$ cat src/rtl/boss_health_ctl.sv
// Boss HP bookkeeping: saturating damage, invulnerability/flash windows, death sequence.
// Hits are sampled every cycle with no buffering; all outputs are registered (one-cycle latency).
module boss_health_ctl #(
  parameter int MAX_HP        = 100,
  parameter int ARCHER_DAMAGE = 5,
  parameter int MELEE_DAMAGE  = 10,
  parameter int INVULN_FRAMES = 6,
  parameter int FLASH_FRAMES  = 4,
  parameter int DEATH_FRAMES  = 60
) (
  input  logic       clk,
  input  logic       rst,
  input  logic       frame_tick,
  input  logic [1:0] game_active,
  input  logic       attack_hit,
  input  logic       melee_hit,
  output logic [7:0] boss_hp,
  output logic       boss_alive,
  output logic       boss_hit_flash,
  output logic       boss_dying,
  output logic       boss_defeated,
  output logic       hit_accepted
);

  localparam int CW = 16;

  typedef enum logic [1:0] {S_IDLE, S_ALIVE, S_DYING, S_DEAD} state_t;

  state_t          r_state, w_state_nxt;
  logic [7:0]      r_hp, w_hp_nxt, w_hp_hit;
  logic [CW-1:0]   r_invuln, r_flash, r_death;
  logic [CW-1:0]   w_invuln_nxt, w_flash_nxt, w_death_nxt;
  logic [8:0]      w_dmg;
  logic            w_accept, w_defeat_nxt;
  logic            r_alive, r_flash_o, r_dying, r_defeated, r_accepted;

  assign w_accept = (r_state == S_ALIVE) && (game_active == 2'd1) &&
                    (r_invuln == '0) && (attack_hit || melee_hit);
  assign w_dmg    = (attack_hit ? 9'(ARCHER_DAMAGE) : 9'd0) +
                    (melee_hit  ? 9'(MELEE_DAMAGE)  : 9'd0);
  // Saturate rather than wrap when the hit overkills the remaining HP.
  assign w_hp_hit = (w_dmg >= {1'b0, r_hp}) ? 8'd0 : (r_hp - w_dmg[7:0]);

  always_ff @(posedge clk) begin
    if (!rst) r_state <= S_IDLE;
    else      r_state <= w_state_nxt;
  end

  always_comb begin
    w_state_nxt = r_state;
    if (game_active == 2'd0) begin
      w_state_nxt = S_IDLE;
    end else if (game_active == 2'd1) begin
      case (r_state)
        S_IDLE:  w_state_nxt = S_ALIVE;
        S_ALIVE: if (w_accept && w_hp_hit == 8'd0) w_state_nxt = S_DYING;
        S_DYING: if (r_death == '0) w_state_nxt = S_DEAD;
        default: w_state_nxt = r_state;
      endcase
    end
  end

  always_comb begin
    w_hp_nxt     = r_hp;
    w_invuln_nxt = r_invuln;
    w_flash_nxt  = r_flash;
    w_death_nxt  = r_death;
    w_defeat_nxt = 1'b0;
    if (game_active == 2'd0) begin
      w_hp_nxt     = 8'(MAX_HP);
      w_invuln_nxt = '0;
      w_flash_nxt  = '0;
      w_death_nxt  = '0;
    end else if (game_active == 2'd1) begin
      if (frame_tick && r_invuln != '0) w_invuln_nxt = r_invuln - CW'(1);
      if (frame_tick && r_flash  != '0) w_flash_nxt  = r_flash  - CW'(1);
      if (frame_tick && r_death  != '0) w_death_nxt  = r_death  - CW'(1);
      if (r_state == S_IDLE) begin
        w_hp_nxt     = 8'(MAX_HP);
        w_invuln_nxt = '0;
        w_flash_nxt  = '0;
        w_death_nxt  = '0;
      end else if (w_accept) begin
        // Reloads take priority over a coincident frame tick.
        w_hp_nxt     = w_hp_hit;
        w_invuln_nxt = CW'(INVULN_FRAMES);
        w_flash_nxt  = CW'(FLASH_FRAMES);
        if (w_hp_hit == 8'd0) w_death_nxt = CW'(DEATH_FRAMES);
      end
      if (r_state == S_DYING && r_death == '0) w_defeat_nxt = 1'b1;
    end
  end

  always_ff @(posedge clk) begin
    if (!rst) begin
      r_hp       <= 8'(MAX_HP);
      r_invuln   <= '0;
      r_flash    <= '0;
      r_death    <= '0;
      r_alive    <= 1'b0;
      r_flash_o  <= 1'b0;
      r_dying    <= 1'b0;
      r_defeated <= 1'b0;
      r_accepted <= 1'b0;
    end else begin
      r_hp       <= w_hp_nxt;
      r_invuln   <= w_invuln_nxt;
      r_flash    <= w_flash_nxt;
      r_death    <= w_death_nxt;
      r_alive    <= (w_state_nxt == S_ALIVE);
      r_flash_o  <= (w_flash_nxt != '0);
      r_dying    <= (w_state_nxt == S_DYING);
      r_defeated <= w_defeat_nxt;
      r_accepted <= w_accept;
    end
  end

  assign boss_hp        = r_hp;
  assign boss_alive     = r_alive;
  assign boss_hit_flash = r_flash_o;
  assign boss_dying     = r_dying;
  assign boss_defeated  = r_defeated;
  assign hit_accepted   = r_accepted;

endmodule

$ cat config.mk
export PLATFORM = sky130hd
export DESIGN_NAME = boss_health_ctl
export DESIGN_NICKNAME = d
export VERILOG_FILES = /design/src/rtl/boss_health_ctl.sv
export SDC_FILE = /design/constraint.sdc
export NUM_CORES = 1
export LEC_CHECK = 0
export BUFFER_PORTS_ARGS = -buffer_cell sky130_fd_sc_hd__buf_2
export CAP_MARGIN = 25
export CORE_UTILIZATION = 26
export CTS_BUF_LIST = sky130_fd_sc_hd__clkbuf_4 sky130_fd_sc_hd__clkbuf_8
export CTS_CLUSTER_SIZE = 25
export DETAILED_ROUTE_END_ITERATION = 12
export GPL_TIMING_DRIVEN = 0
export PLACE_DENSITY = 0.5
export SLEW_MARGIN = 20
export SYNTH_ARGS = -nofsm -noshare
export SYNTH_HDL_FRONTEND = slang
export SYNTH_SLANG_ARGS = --single-unit
$ cat constraint.sdc
create_clock -name clk -period 4 [get_ports clk]
set_input_delay 1 -clock clk [delete_from_list [all_inputs] [get_ports clk]]
set_output_delay 1 -clock clk [all_outputs]
set_load 0.05 [all_outputs]
# Yosys cells after proc, flatten, opt, wreduce, memory -nomap -nowiden
# Cells that the tools add are included.
[word_totals]
regBits = 63
inputBits = 7
[classes]
add_sub_neg = 5
n_lt_le_gt_ge = 1
eq_ne = 5
n_mux = 23
bitwise = 2
reduce_logical = 24
[ops]
columns = ["cell", "count"]
rows = [
  ["$mux W16", 12],
  ["$reduce_bool A16 Y1", 4],
  ["$sub A16 B1 Y16 const B", 3],
  ["$logic_not A16 Y1", 2],
  ["$mux W8", 3],
  ["$ge A5 B8 Y1", 1],
  ["$logic_and A1 B1 Y1", 8],
  ["$logic_not A8 Y1", 1],
  ["$mux W2", 4],
  ["$sub A8 B5 Y8", 1],
  ["$eq A2 B1 Y1 const B", 3],
  ["$pmux W2 S3", 1],
  ["$add A3 B4 Y5", 1],
  ["$eq A2 B2 Y1 const B", 2],
  ["$logic_not A2 Y1", 2],
  ["$mux W4", 1],
  ["$reduce_and A2 Y1", 2],
  ["$mux W3", 1],
  ["$reduce_bool A3 Y1", 1],
  ["$reduce_or A3 Y1", 1],
  ["$not A1 Y1", 2],
  ["$reduce_bool A2 Y1", 1],
  ["$reduce_or A2 Y1", 1],
  ["$logic_or A1 B1 Y1", 1],
  ["$mux W1", 1],
]

# Longest topological paths before layout
[depth]
word_depth = 11
mapped_depth = 13
depth_no_buf = 12

# Worst setup path before layout
# Ideal clock, no wire load.
[synth_path]
path_kind = "input to register"
from = "input attack_hit"
to = "register r_death[1]"
setup_ps = 92
arrival_ps = 3262
slack_ps = 646
cell_stages = 12
path_buffers = 1
path_cell_list = "ha_1 inv_1 fa_1 a21o_1 a21oi_1 a211oi_1 a221oi_1 nor3_1 o22ai_1 buf_2 nand2_1 o32ai_1"
[synth_between]
elab_chain_len = 8
[synth_lines]
columns = ["item", "line", "rtl"]
rows = [
  ["start, declared", "15", "input logic attack_hit,"],
  ["$mux W3", "39", "assign w_dmg = (attack_hit ? 9'(ARCHER_DAMAGE) : 9'd0) +"],
  ["$add A3 B4 Y5", "39", ""],
  ["$sub A8 B5 Y8 or $ge A5 B8 Y1 (tied branches)", "42", "assign w_hp_hit = (w_dmg >= {1'b0, r_hp}) ? 8'd0 : (r_hp - w_dmg[7:0]);"],
  ["$mux W8", "42", ""],
  ["$logic_not A8 Y1", "88", "if (w_hp_hit == 8'd0) w_death_nxt = CW'(DEATH_FRAMES);"],
  ["$mux W16", "88", ""],
  ["$mux W16 *", "83", "end else if (w_accept) begin"],
  ["$mux W16 *", "78", "if (r_state == S_IDLE) begin"],
  ["end signal, assigned", "109", "r_death <= w_death_nxt;"],
  ["end, declared", "31", "logic [CW-1:0] r_invuln, r_flash, r_death;"],
]
# Mark *: on every way between the ends. The rest lies on a longest branch, timed or not.
# A chain may end at the register's enable or synchronous reset.

# Final worst setup path
[layout_path]
from = "input melee_hit"
to = "register r_death[4]"
[layout_between]
elab_chain_len = 8
[layout_lines]
columns = ["item", "line", "rtl"]
rows = [
  ["start, declared", "16", "input logic melee_hit,"],
  ["$mux W4", "40", "(melee_hit ? 9'(MELEE_DAMAGE) : 9'd0);"],
  ["$add A3 B4 Y5", "39", ""],
  ["$sub A8 B5 Y8 or $ge A5 B8 Y1 (tied branches)", "42", ""],
  ["$mux W8", "42", ""],
  ["$logic_not A8 Y1", "88", ""],
  ["$mux W16", "88", ""],
  ["$mux W16 *", "83", ""],
  ["$mux W16 *", "78", ""],
]
# Marks and branches as above.

==> reports/results.ini <==
[run_status]
outcome=complete, no violations

[clock_tree]
clock_path_buffers=2
cts_tree=built
cts_resized=0
cts.sinks=63
cts.clk_slew.worst_paths_ns=0.07
root_buffer=clkbuf_8
cts_setup_buffers=0
h-tree-depth=3
clk_latency_ns=0.35
cts_made_buffers=9
holdBufCountCts=0

[timing]
setup_viol=0
layout_min_cycle_time_ns=3.52
worst_pin_slew_ns=0.711
hold_viol_final=0
fin_ws_ns=0.480
whs_ns=0.471
rsz0062_at_grt=no
fin_setup_tns_ns=0
max_freq_mhz=284
drv_slew=0
skew_ns=0.00936
maxSlewHeadroom_pct=52.3
fin_crit_sh_pct=88.0

[logic_synthesis]
ys_seq_elements=63
ys.flop_type=dfxtp_1
synth_warnings=0
avgSynthCellArea_sq_um=7.83
synth_common_cells=dfxtp_1, nor2_1, nand2_1, a21oi_1, o21ai_0
netlist.area_leader.share_pct=33.4
yosysUniqueCellTypes=68
netlist_instances=482
netlist_area_sq_um=3770
synth_area_leaders=dfxtp_1, nor2_1, a21oi_1
synth_fp_nets=499
yosysMostFrequentCell=dfxtp_1
synth-async-reset-ratio_pct=0
ys_seq_area_share_pct=33.4
synth_top_area_cell=dfxtp_1
synth-edff-count=0

[finish]
layout.nets=529
drive_gt1_share_pct=11.8
n_antenna_cell=0
final_util_pct=30.6
area_growth_pct=14.0
nFillCells=1549

[grt]
grt_max_degree=11
antenna_found_initial=1
grt_overflow=0
first_global_vias=3371
grt_pass1_wl_mm=17.1
track_usage_pct=14.7

[die]
fp.dieH_um=122
start_util_pct=26.9
dieArea_sq_um=15000
die_w_um=122
pin_count=20
coreArea_sq_um=14000
fp-row-count=43

[drt]
routed_via_density=5.31
post_drt_wl_per_cell_um=15.1
dr.pass1.iters=5
drc=0
ant_nets=0
dr.first_iter.drc_count=280
vias=3699
finalWirelength_mm=10.5

[hold_path]
min_path_cells=1
hold_path.class=reg2reg
hp-start=r_death[9]$_SDFFE_PP0P_
holdPathEnd=r_death[9]$_SDFFE_PP0P_

[pwr]
total_power_w=0.00175
p_int_w=0.00115
p_sw_w=0.000595
pwr-share-seq_pct=39.9
power.density_nw_per_um2=406
max-vdd-ir-drop_uv=178
cellLeakagePower_nw=1.65
clkPwrFrac_pct=32.8
share_comb_of_total_power_pct=27.2
p_sw_share_pct=34.1

[worst_setup_path]
crit_type=in2reg
cp_max_fo=8
critPathBufInv=2
critPathMaxStageDelay_ns=0.57
path_common_cell=o21ai_1
path_delay_family=compound AO/OA/AOI/OAI gates
crit_chain=buf_2, inv_1, ha_1, nor2b_1, o21a_1, o21ai_1, nor3_1, o311a_1, o21ai_1, a31oi_1, o221a_2
slowest_stage=o21ai_1
arrival_ns=3.76
crit_required_ns=4.24
reg2reg_to=boss_hit_flash$_SDFF_PN0_
r2r_cells=11
worst_setup_path_end_kind=register
r2r_slack_ns=0.77
start_kind=primary input
r2r_start=r_invuln[0]$_SDFFE_PP0P_

[placement]
place_ws_ns=-0.0759
gp_congestion=0.835
place_hpwl_mm=7.65
port_buffers=19

[job]
drv_cap=0

-- cell families (layout without fill, tap and decap cells) --
logic type | count (synthesis) | count (layout) | share of synthesized area [%]
compound gates | 130 | 130 | 22.9
buf+inv | 37 | 71 | 4.11
mux | 4 | 4 | 1.09
fa+ha+maj | 10 | 10 | 3.52
xor+xnor | 14 | 14 | 3.25
flops | 63 | 63 | 33.4
simple gates | 224 | 224 | 31.7
-- how the worst max path moves through the flow --
stage,start,slack [ns],to,cells after the start
6_report,melee_hit,0.48,r_death[4]$_SDFFE_PP0P_,11
3_3_place_gp,attack_hit,-0.1,r_death[1]$_SDFFE_PP0P_,13
4_1_cts,attack_hit,0.31,r_death[1]$_SDFFE_PP0P_,13
2_1_floorplan,attack_hit,0.65,r_death[1]$_SDFFE_PP0P_,12
3_5_place_dp,attack_hit,-0.08,r_death[1]$_SDFFE_PP0P_,13
5_1_grt,attack_hit,0.09,r_death[15]$_SDFFE_PP0P_,13
-- stage by stage --
step | cell area [sq um] | std cells
5_1_grt | 4300 | 696
4_1_cts | 4290 | 696
3_3_place_gp | 4090 | 681
6_report | 4300 | 696
2_1_floorplan | 3770 | 482
3_5_place_dp | 4090 | 681
-- cell usage in the layout (no fill, tap or decap), types with 5 or more instances in the layout --
cell      instances
a211oi_1          5
a21oi_1          37
clkbuf_8         11
nor4_1           16
inv_1            17
or3_1             9
or4_1            12
a31oi_1          11
o21ai_0          24
ha_1              9
and2_1           12
nand4_1           5
buf_2            20
nor3_1           18
clkbuf_1         16
nand2_1          46
xnor2_1          10
o21ai_1          13
dfxtp_1          63
nor2_1           58
nand3_1          16
-- metal layers --
metal  vias to the layer above  track usage, %  wire length (um)
met5                         -               0                13
met4                         2            3.58                90
met3                        10            4.32               556
met2                        90            23.7              4790
met1                      1751            19.1              5040
li1                       1846               -                 -
-- area by class of cell --
cell class / count / area [sq um] / area share [%]
well taps: 180 / 225 / 5.24
clock inverters: 3 / 42.5 / 0.989
repair buffers: 19 / 95.1 / 2.21
clock buffers: 12 / 159 / 3.70
flip-flops and latches: 63 / 1260 / 29.3
plain buffers: 20 / 91.3 / 2.12
inverters: 17 / 63.8 / 1.48
multi-input cells: 382 / 2360 / 54.9
-- flip-flops by register name, indices dropped and copies added (netlist names) --
name,count
boss_hp,8
hit_accepted,1
boss_defeated,1
r_state,2
boss_dying,1
boss_hit_flash,1
r_invuln,16
r_death,16
r_flash,16
boss_alive,1
-- power groups by stage --
stage	Clock, W	Sequential, W	Combinational [W]
after floorplan	0	0.000709	0.000355
after global placement	0	0.000709	0.000465
after detailed placement	0	0.000710	0.000472
after CTS	0.000600	0.000696	0.000475
after global routing	0.000620	0.000702	0.000528
final	0.000573	0.000697	0.000476
(Power assumes the default switching activity.)
